==> src/rtl/ethpipe_rx_slot_ctrl.sv <==
// ethpipe_rx_slot_ctrl: PCI-side scheduler for the RX frame slot buffer.
// It arms one slot at a time for the GMII receiver. On each rx_complete it
// latches the frame length and timestamp into that slot's descriptor. It
// presents committed frames to the host in FIFO order and frees a slot on
// each host release.
// Optional build macro ETHPIPE_RX_STATS_EN adds the stat_rx_frames and
// stat_rx_ignored counters.
module ethpipe_rx_slot_ctrl #(
  parameter int NUM_SLOTS    = 4,
  parameter int SLOT_W       = 2,
  parameter int GUARD_CYCLES = 4
) (
  input  logic              pci_clk,
  input  logic              sys_rst,
  input  logic              rx_enable,
  input  logic              rx_complete,
  input  logic [11:0]       rx_frame_len,
  input  logic [63:0]       rx_timestamp,
  output logic              rx_empty,
  output logic [SLOT_W-1:0] rx_slot_sel,
  output logic              host_rx_valid,
  output logic [SLOT_W-1:0] host_rx_slot,
  output logic [11:0]       host_rx_len,
  output logic [63:0]       host_rx_ts,
  input  logic              host_rx_release,
  output logic [SLOT_W:0]   rx_count
`ifdef ETHPIPE_RX_STATS_EN
  ,
  output logic [31:0]       stat_rx_frames,
  output logic [31:0]       stat_rx_ignored
`endif
);

  localparam logic [SLOT_W:0] FULL       = (SLOT_W + 1)'(NUM_SLOTS);
  localparam logic [3:0]      GUARD_LOAD = 4'(GUARD_CYCLES - 1);

  typedef enum logic [1:0] {HOLD, ARMED, COMMIT, GUARD} state_t;

  state_t            state, state_nxt;
  logic [SLOT_W-1:0] wr_ptr, rd_ptr;
  logic [SLOT_W:0]   count;
  logic [3:0]        guard_cnt;
  logic [11:0]       hold_len;
  logic [63:0]       hold_ts;
  logic [11:0]       desc_len [NUM_SLOTS];
  logic [63:0]       desc_ts  [NUM_SLOTS];
  logic              commit, release_ok, capture;

  assign commit     = (state == COMMIT);
  assign capture    = (state == ARMED) && rx_complete;
  assign release_ok = host_rx_release && (count != '0);

  // State register.
  always_ff @(posedge pci_clk or posedge sys_rst) begin
    if (sys_rst) state <= HOLD;
    else         state <= state_nxt;
  end

  // Next-state decode; COMMIT and GUARD always run to completion.
  always_comb begin
    state_nxt = state;
    unique case (state)
      HOLD:    if (rx_enable && (count < FULL)) state_nxt = ARMED;
      ARMED: begin
        if (rx_complete)     state_nxt = COMMIT;
        else if (!rx_enable) state_nxt = HOLD;
      end
      COMMIT:  state_nxt = GUARD;
      GUARD:   if (guard_cnt == '0) state_nxt = HOLD;
      default: state_nxt = HOLD;
    endcase
  end

  // Ring pointers, pending count and guard timer; commit and release may coincide.
  always_ff @(posedge pci_clk or posedge sys_rst) begin
    if (sys_rst) begin
      wr_ptr    <= '0;
      rd_ptr    <= '0;
      count     <= '0;
      guard_cnt <= '0;
    end else begin
      if (commit)     wr_ptr <= wr_ptr + 1'b1;
      if (release_ok) rd_ptr <= rd_ptr + 1'b1;
      case ({commit, release_ok})
        2'b10:   count <= count + 1'b1;
        2'b01:   count <= count - 1'b1;
        default: count <= count;
      endcase
      if (commit)
        guard_cnt <= GUARD_LOAD;
      else if ((state == GUARD) && (guard_cnt != '0))
        guard_cnt <= guard_cnt - 1'b1;
    end
  end

  // Holding registers capture the frame info on the pulse, ahead of the commit.
  always_ff @(posedge pci_clk or posedge sys_rst) begin
    if (sys_rst) begin
      hold_len <= '0;
      hold_ts  <= '0;
    end else if (capture) begin
      hold_len <= rx_frame_len;
      hold_ts  <= rx_timestamp;
    end
  end

  // Per-slot descriptor table, written once per commit.
  always_ff @(posedge pci_clk or posedge sys_rst) begin
    if (sys_rst) begin
      for (int i = 0; i < NUM_SLOTS; i++) begin
        desc_len[i] <= '0;
        desc_ts[i]  <= '0;
      end
    end else if (commit) begin
      desc_len[wr_ptr] <= hold_len;
      desc_ts[wr_ptr]  <= hold_ts;
    end
  end

`ifdef ETHPIPE_RX_STATS_EN
  logic [31:0] frames_cnt, ignored_cnt;

  // Wrapping statistics: commits, and pulses that arrive while not armed.
  always_ff @(posedge pci_clk or posedge sys_rst) begin
    if (sys_rst) begin
      frames_cnt  <= '0;
      ignored_cnt <= '0;
    end else begin
      if (commit)                          frames_cnt  <= frames_cnt + 32'd1;
      if (rx_complete && (state != ARMED)) ignored_cnt <= ignored_cnt + 32'd1;
    end
  end

  assign stat_rx_frames  = frames_cnt;
  assign stat_rx_ignored = ignored_cnt;
`endif

  assign rx_empty      = (state == ARMED);
  assign rx_slot_sel   = wr_ptr;
  assign host_rx_valid = (count != '0);
  assign host_rx_slot  = rd_ptr;
  assign host_rx_len   = desc_len[rd_ptr];
  assign host_rx_ts    = desc_ts[rd_ptr];
  assign rx_count      = count;

endmodule

==> config.mk <==
export PLATFORM = sky130hd
export DESIGN_NAME = ethpipe_rx_slot_ctrl
export DESIGN_NICKNAME = d
export VERILOG_FILES = /design/src/rtl/ethpipe_rx_slot_ctrl.sv
export SDC_FILE = /design/constraint.sdc
export NUM_CORES = 1
export LEC_CHECK = 0
export CAP_MARGIN = 15
export CORE_ASPECT_RATIO = 0.9
export CORE_MARGIN = 2
export CORE_UTILIZATION = 42
export DETAILED_ROUTE_END_ITERATION = 8
export GPL_TIMING_DRIVEN = 1
export SYNTH_ARGS = -nofsm -noshare
export SYNTH_HDL_FRONTEND = slang
export SYNTH_SLANG_ARGS = --single-unit
==> constraint.sdc <==
create_clock -name pci_clk -period 15.8 [get_ports pci_clk]
set_clock_uncertainty 0.1 [all_clocks]
set_input_delay 3.16 -clock pci_clk [delete_from_list [all_inputs] [get_ports pci_clk]]
set_output_delay 3.16 -clock pci_clk [all_outputs]
set_load 0.005 [all_outputs]
==> results.txt <==
total track usage: 17.3%
Worst Hold Launch: desc_ts[191]
cell taking the most area after synthesis: dfrtp_1
vias in the first global route: 9,666
crit path max fanout: 41
Mapped Cells: 967
Leak: 9.41 nW
IO Count: 166
RSZ-0062 raised after global routing: no
setup tns final: 0 ns
total iterations of the first detailed-routing run: 4
Synth top area share: 56.8%
mux cell area share after synthesis: 38.2%
Required @ worst endpoint: 12.54 ns
CTS clk-pin slew, worst paths: 0.06 ns
Iter 0 DRT Violations: 408
H-tree depth: 2
delay of the slowest cell on the worst path: 0.97 ns
post-synthesis cell area: 17,300 sq um
Internal: 0.00345 W
synthesis-stage register bit count: 393
CTS Root Cell: clkbuf_16
CTS Buf Count: 42
GR Util met1: 26.7%
final core utilization: 51.0%
# diodes: 0
crit path from: host_rx_slot[1]
WL per Instance: 21.1 um
share of cells above drive strength 1: 46.8%
total congestion overflow: 0
post-synthesis simple-gate area fraction: 0.846%
drt total wl: 35.8 mm
Die H: 197 um
met2 Use GR: 25.5%
initial core utilization: 42.6%
TritonCTS Sinks: 393
sequential fraction of the synthesis area: 56.8%
top cells by area, synth: dfrtp_1 (57%), mux2_2 (14%), mux2_4 (14%)
Slowest cell on crit path: dfrtp_4
Yosys Warn Count: 0
die area: 42,800 sq um
Critical Path Source Type: flip-flop
Avg Inst Size Synth: 17.9 sq um
drt drc: 0
Critical Path AT: 3.39 ns
Syn Nets: 1,056
adder-cell share of the synthesized area: 0.622%
CTS tree: done
switching power: 0.00140 W
# setup viols final: 0
max_cap viols: 0
Netlist cell types: 31
XOR/XNOR Fraction of Synth Area: 0.304%
largest net degree at the start of global routing: 126
Critical Path End Type: primary output
Reg power frac: 39.5%
HPWL Detailed: 20.5 mm
crit-path cells: buf_4 -> mux4_2 -> clkdlybuf4s50_1
min Tclk post-route: 6.65 ns
Max IR drop VDD: 0.171 mV
pwr dens: 234 nW/um^2
Post-CTS Setup Bufs: 0
most crowded layer after global routing: met1
met3 global-route usage: 3.30%
GP Congestion: 0.687
clock buffer depth: 3
Total Nets Final: 1,217
vias per inst: 5.18
first-pass GRT wire length: 57.6 mm
Tightest Pin Transition: 1.09 ns
Final Hold Fails: 0
Synth Area in Compound Gates: 0.354%
via count: 8,806
Max Clock Freq: 0.150 GHz
Die Wd: 218 um
initial antenna violation count: 1
HP Class: reg -> reg
CTS hold repair buffers: 0
area grow syn2layout: 19.7%
row cnt: 70
main combinational cell family by area after synthesis: multiplexers
kind of critical path: reg -> out
outcome: complete, no violations
core box area: 40,600 sq um
sw frac: 28.9%
post-route ant nets: 0
port bufs: 165
clk_lat worst skew: 0.54 ns
Gate power share: 39.6%
number of gates resized after CTS: 0
period utilization: 42.1%
clock share of power: 20.9%
Max-slew headroom: 27.5%
count of pins over their slew limit: 0
[power groups by stage]
stage	clock [W]	sequential (W)	combinational, W
3_5_place_dp	0	0.00193	0.00195
4_1_cts	0.00105	0.00192	0.00196
6_report	0.00102	0.00192	0.00192
3_3_place_gp	0	0.00193	0.00192
2_1_floorplan	0	0.00176	0.00138
5_1_grt	0.00109	0.00200	0.00206
[worst paths after layout]
check / to / slack (ns) / cells after the start
worst max-delay path: host_rx_ts[1] / 9.15 / 3
min in group asynchronous: hold_ts[23] / 3.08 / 2
max in group asynchronous: desc_len[37] / 10.08 / 4
worst min-delay path: desc_ts[191] / 0.40 / 1
worst max register to register: desc_ts[13] / 12.84 / 4
worst min register to register: desc_ts[191] / 0.40 / 1
[worst max-delay path: cells and delay by family (launching register included)]
| kind | cells | cell delay [ns] |
|---|---|---|
| DFF | 1 | 0.97 |
| buffers and inverters | 2 | 1.27 |
| muxes | 1 | 0.59 |
[logic make-up after synthesis]
| group | count (synthesis) |
|---|---|
| muxes | 458 |
| xor gates and xnor gates | 6 |
| AOI/OAI and AO/OA | 9 |
| buffers and inverters | 69 |
| DFF | 393 |
| and+or+nand+nor | 24 |
| adders and majority gates | 8 |
[stage by stage]
stage / worst slack [ns] / power, W / area [sq um] / hold WS (ns) / instances
6_report: 9.15 / 0.00486 / 20700 / 0.400 / 1699
3_5_place_dp: 9.35 / 0.00388 / 19300 / 0.387 / 1624
4_1_cts: 8.99 / 0.00493 / 20700 / 0.402 / 1699
2_1_floorplan: 1.61 / 0.00314 / 17300 / 0.361 / 967
5_1_grt: 8.90 / 0.00515 / 20700 / 0.408 / 1699
3_3_place_gp: 9.34 / 0.00385 / 19300 / 0.383 / 1624
[cells in the mapped netlist (all sizes together)]
library cell / instances
ha: 7
mux2i: 2
xor2: 3
o21ai: 3
o31ai: 2
or4: 1
nor2b: 3
and2b: 1
or3: 1
nor3: 1
nand2: 10
o2bb2ai: 1
xnor2: 3
a31oi: 1
buf: 59
nor2: 4
fa: 1
mux2: 380
inv: 10
o31a: 1
mux4: 76
nand2b: 1
o211ai: 1
dfrtp: 393
nand3: 2
[flip-flops by register name, summed over array words and instances (netlist names), named ones only]
name / count
desc_len: 48
desc_ts: 256
guard_cnt: 4
hold_len: 12
hold_ts: 64
host_rx_slot: 2
rx_count: 3
rx_slot_sel: 2
state: 1
[per-layer routing]
metal / wire, um / share of wire (%) / vias up
li1: - / - / 3878
met1: 17800 / 50 / 4750
met2: 16100 / 45 / 131
met3: 1360 / 3.8 / 45
met4: 569 / 1.6 / 2
met5: 13 / 0.036 / -
[layout make-up]
class / count / area (sq um)
Sequential cell: 393 / 9840
Fill cell: 3395 / 19900
Tap cell: 540 / 676
Clock buffer: 61 / 1230
Multi-Input combinational cell: 505 / 6990
Clock inverter: 14 / 199
Timing Repair Buffer: 176 / 1730
Inverter: 10 / 45.0
[placed cells by master, fill, tap and decap left out]
cell type	count
dfrtp_4	2
or3_1	1
or4_1	1
dfrtp_1	391
mux2i_1	2
nand2_1	5
nand2_4	5
o31a_1	1
nor3_1	1
nor2b_1	2
a31oi_1	1
nand3_1	2
mux2_2	220
and2b_1	1
xor2_1	3
fa_1	1
inv_8	1
nand2b_1	1
inv_6	1
clkbuf_8	9
inv_1	9
ha_1	7
clkbuf_1	9
clkdlybuf4s50_1	165
nor2_1	4
o2bb2ai_1	1
clkbuf_16	43
nor2b_2	1
o211ai_1	1
buf_4	11
clkinv_2	8
bufinv_16	5
o31ai_1	2
xnor2_1	3
mux4_2	76
o21ai_0	3
mux2_4	160
Power figures use the tool's default switching activity.
